$ cat config.mk
export PLATFORM = sky130hd
export DESIGN_NAME = register_file_mp
export DESIGN_NICKNAME = d
export VERILOG_FILES = /design/src/rtl/register_file_mp.sv
export SDC_FILE = /design/constraint.sdc
export NUM_CORES = 2
export LEC_CHECK = 0
export BUFFER_PORTS_ARGS = -buffer_cell sky130_fd_sc_hd__clkbuf_2
export CORE_ASPECT_RATIO = 1.2
export CORE_MARGIN = 2
export CORE_UTILIZATION = 50
export CTS_BUF_LIST = sky130_fd_sc_hd__clkbuf_4 sky130_fd_sc_hd__clkbuf_8
export DETAILED_ROUTE_END_ITERATION = 7
export PLACE_DENSITY = 0.66
export SLEW_MARGIN = 10
export SYNTH_ARGS = -nofsm -noshare
export SYNTH_HDL_FRONTEND = slang
export SYNTH_SLANG_ARGS = --single-unit
$ cat constraint.sdc
create_clock -name clk -period 61.8 [get_ports clk]
set_input_delay 3.09 -clock clk [delete_from_list [all_inputs] [get_ports clk]]
set_output_delay 3.09 -clock clk [all_outputs]
set_load 0.02 [all_outputs]
$ cat src/rtl/register_file_mp.sv
// Register file: two combinational read ports, one write port, optional r0=0 and write bypass, sweep clear.
// Reads are zero latency and writes land on the next edge; writes are dropped and flagged while a clear is running.
module register_file_mp #(
  parameter int DATA_W   = 32,
  parameter int ADDR_W   = 5,
  parameter int ZERO_REG = 1,
  parameter int BYPASS   = 1
) (
  input  logic              clk,
  input  logic              rst,
  input  logic [ADDR_W-1:0] r_reg1,
  input  logic [ADDR_W-1:0] r_reg2,
  output logic [DATA_W-1:0] r_data1,
  output logic [DATA_W-1:0] r_data2,
  input  logic [ADDR_W-1:0] w_reg_addr,
  input  logic [DATA_W-1:0] w_data,
  input  logic              reg_w,
  input  logic              clr,
  output logic              busy,
  output logic              clr_done,
  output logic              w_rejected
);

  localparam int NUM_REGS = 2 ** ADDR_W;
  localparam int PTR_W    = ADDR_W + 1;

  typedef enum logic {ST_IDLE, ST_CLEAR} state_t;

  state_t             r_state;
  logic [PTR_W-1:0]   r_ptr;
  logic [DATA_W-1:0]  r_mem [NUM_REGS];
  logic               r_busy;
  logic               r_clr_done;
  logic               r_w_rejected;

  logic w_wr_is_r0;
  logic w_fwd_ok;
  logic w_rd1_is_r0;
  logic w_rd2_is_r0;

  assign w_wr_is_r0  = (ZERO_REG != 0) && (w_reg_addr == '0);
  assign w_rd1_is_r0 = (ZERO_REG != 0) && (r_reg1 == '0);
  assign w_rd2_is_r0 = (ZERO_REG != 0) && (r_reg2 == '0);

  // Forwarding only when the write will actually commit at this edge.
  assign w_fwd_ok = (BYPASS != 0) && (r_state == ST_IDLE) && !clr && reg_w && !w_wr_is_r0;

  assign r_data1 = r_busy ? '0 :
                   w_rd1_is_r0 ? '0 :
                   (w_fwd_ok && (r_reg1 == w_reg_addr)) ? w_data : r_mem[r_reg1];

  assign r_data2 = r_busy ? '0 :
                   w_rd2_is_r0 ? '0 :
                   (w_fwd_ok && (r_reg2 == w_reg_addr)) ? w_data : r_mem[r_reg2];

  assign busy       = r_busy;
  assign clr_done   = r_clr_done;
  assign w_rejected = r_w_rejected;

  always_ff @(posedge clk or posedge rst) begin
    if (rst) begin
      for (int i = 0; i < NUM_REGS; i++) begin
        r_mem[i] <= '0;
      end
      r_state      <= ST_IDLE;
      r_ptr        <= '0;
      r_busy       <= 1'b0;
      r_clr_done   <= 1'b0;
      r_w_rejected <= 1'b0;
    end else begin
      r_clr_done   <= 1'b0;
      r_w_rejected <= 1'b0;
      case (r_state)
        ST_IDLE: begin
          if (clr) begin
            r_state      <= ST_CLEAR;
            r_ptr        <= '0;
            r_busy       <= 1'b1;
            r_w_rejected <= reg_w;
          end else if (reg_w && !w_wr_is_r0) begin
            r_mem[w_reg_addr] <= w_data;
          end
        end
        ST_CLEAR: begin
          // clr is ignored here: a sweep is never restarted or extended.
          r_mem[r_ptr[ADDR_W-1:0]] <= '0;
          r_w_rejected             <= reg_w;
          if (r_ptr == PTR_W'(NUM_REGS - 1)) begin
            r_state    <= ST_IDLE;
            r_ptr      <= '0;
            r_busy     <= 1'b0;
            r_clr_done <= 1'b1;
          end else begin
            r_ptr <= r_ptr + PTR_W'(1);
          end
        end
      endcase
    end
  end

endmodule

==> out/results.txt <==
post-synthesis mux area share: 21.74%
Worst Path Required: 58710 ps
routability congestion estimate: 0.9124
Worst-Margin Slew: 1284 ps
Synth Area in Simple Gates: 3.105%
io pins: 118
main combinational cell family by area after synthesis: compound AO/OA/AOI/OAI gates
Buffers on Ports: 117
non-filler cells, final: 5589
first-pass GRT wire length: 307.2 mm
Clock Latency Late Sink: 900 ps
row cnt: 132
top achievable clock speed: 90.92 MHz
DRC: 0
fillers: 8875
CP cell instances: buf_8, buf_4, buf_4, buf_4, mux2i_1, o221ai_1, o22ai_1, nor3_1, a21oi_1, a21oi_1, clkbuf_2
initial core utilization: 50.45%
cts repair resizes: 0
htree depth: 4
Routed met1 length: 75.40 mm
most frequent CP cell: buf_4
Post-DP HPWL: 112.6 mm
die extent in x: 305.1 µm
hold_buf cts: 0
Top delay family on crit path: buffers and inverters
highest routed layer: met5
Slew headroom: 13.87%
crit path from: r_reg1[0]
Yosys top cell by area: dfrtp_1
register area share after synthesis: 47.56%
Yosys cell types: 53
antenna viol nets, final: 0
Synth Area in Compound Gates: 22.53%
initial antenna violation count: 12
total CTS buffers: 174
Synth top cells by count: 1034 x dfrtp_1, 994 x a22o_1, 374 x mux4_2
grt ovf: 0
Sw Ratio: 30.05%
DR WL met3: 30.34 mm
YS warnings: 0
period utilisation layout: 17.80%
XOR/XNOR Fraction of Synth Area: 0.2093%
Min-Delay Path Class: reg -> reg
top post-synthesis cells by area: dfrtp_1 48%, a22o_1 16%, mux4_2 15%, mux2i_1 6.2%, clkbuf_1 2.3%
Die Area: 111500 µm²
final hold vios: 0
Worst path max stage delay: 840 ps
Crit Path Max Fanout: 78
Crit. End Element: output pin
Initial DRT Pass Iterations: 6
max-slew violations: 0
Synth-to-Final Area Change: 9.516%
ys async rst share: 100.0%
# setup viols final: 0
arrival time at the worst endpoint: 7910 ps
static leakage: 26.45 nW
share of post-route cells with drive strength above 1: 24.02%
GRT Total Usage: 38.00%
fin area: 59580 µm²
setup_tns: 0 ps
Flop pwr share: 43.9%
met2 WL post-DR: 92.07 mm
Max IR drop VDD: 0.02350 mV
Mapped Cells: 4191
Post-Syn Nets: 4246
Yosys top cell area share: 47.56%
Worst-path clk slew: 60 ps
Crit-path slowest cell: buf_4
min-delay src: r_mem[1006]$_DFFE_PP0P_
Post-Synthesis Cell Area: 54410 µm²
combinational group share of total power: 14.5%
P per Cell Area: 27.17 nW/µm²
Iter 0 DRT Violations: 6492
EDFF count, synth: 0
Overall Power: 0.001619 W
# Max-Cap Violations: 0
clock group share of total power: 41.6%
Seq cells post-synth: 1034
vias per cell: 7.800
CTS Sinks: 1034
largest net degree at the start of global routing: 148
vias: 43600
Die H: 365.4 µm
CTS tree: yes
routed wire length: 212.7 mm
CP Launch Type: primary input
Synth Area in Adders: 0.09199%
nets: 4095
via count of the first global-routing pass: 43720
Post-DP Area: 55750 µm²
clk root buf: clkbuf_8
post-layout minimum cycle time: 11000 ps
RSZ-0062 raised after global routing: false
dpl cells: 5271
Psw: 0.0004864 W
count leader, synth: dfrtp_1
Avg Synthesized Cell Area: 12.98 µm²
Synth Flop Type: dfrtp_1
Setup Skew: 42.19 ps
Buf/Inv on CP: 5
CP Class: in -> out
DR WL/cell: 38.06 µm
internal power: 0.001132 W
outcome: completed
Max Buffers Root-to-Sink: 3
FF-to-FF Start: r_state$_DFF_PP0_
post-CTS setup buffer count: 0
placeable core area: 107800 µm²
stage by stage:
stage               utilization [%]  hold slack [ps]  worst slack [ps]
floorplan                         -            466.6             29610
global placement              51.70            484.5             50940
detailed placement            51.70            491.1             50900
CTS                           55.23            505.7             50890
global route                  55.24            522.5             50530
finish                        55.25            505.6             50800
cells by family after synthesis:
logic type	count (synthesis)
xor gates and xnor gates	13
muxes	714
adders and majority gates	4
and+or+nand+nor	320
DFF	1034
AOI/OAI and AO/OA	1537
buffers and inverters	569
flip-flops by register name (all words and copies together), names as in the netlist:
register    count
r_mem        1024
r_ptr           6
busy            1
clr_done        1
r_state         1
w_rejected      1
worst paths after layout:
kind | slack [ps] | endpoint | depth (start not counted)
max in group asynchronous | 55390 | r_mem[603]$_DFFE_PP0P_ | 6
min reg2reg | 510 | r_mem[1006]$_DFFE_PP0P_ | 1
max reg2reg | 58190 | r_mem[184]$_DFFE_PP0P_ | 7
max | 50800 | r_data1[25] | 11
min | 510 | r_mem[1006]$_DFFE_PP0P_ | 1
min in group asynchronous | 2390 | r_mem[931]$_DFFE_PP0P_ | 2
layer usage:
| layer | global-route usage [%] | up-vias |
|---|---|---|
| met5 | 0.1723 | - |
| met4 | 23.75 | 12 |
| met3 | 14.40 | 868 |
| met2 | 55.42 | 3901 |
| met1 | 47.93 | 22300 |
| li1 | - | 16520 |
area by class of cell:
type / count / area, µm² / share of cell area [%]
Clock buffer: 281 / 3517 / 5.903
Antenna cell: 6 / 15.01 / 0.02520
Tap cell: 1407 / 1760 / 2.955
Timing Repair Buffer: 231 / 1553 / 2.606
Inverter: 11 / 50.05 / 0.08399
Clock inverter: 31 / 299.0 / 0.5019
Sequential cell: 1034 / 25870 / 43.43
Multi-Input combinational cell: 2588 / 26520 / 44.50
layout by cell type (no fill, tap or decap), drive strengths merged, types with 89 or more instances in the layout:
master	instances
clkbuf	391
mux4	374
mux2i	339
a22o	994
buf	121
o221ai	121
dfrtp	1034
a21oi	145
o22ai	119
o21ai	89
power groups by stage:
stage               registers [W]  clock network [W]  logic, W
global route             0.000712           0.000708  0.000239
CTS                      0.000710           0.000676  0.000227
detailed placement       0.000721                  0  0.000226
floorplan                0.000716                  0  0.000137
finish                   0.000711           0.000674  0.000234
global placement         0.000721                  0  0.000225
No activity file was read; power rests on OpenSTA's default activity.
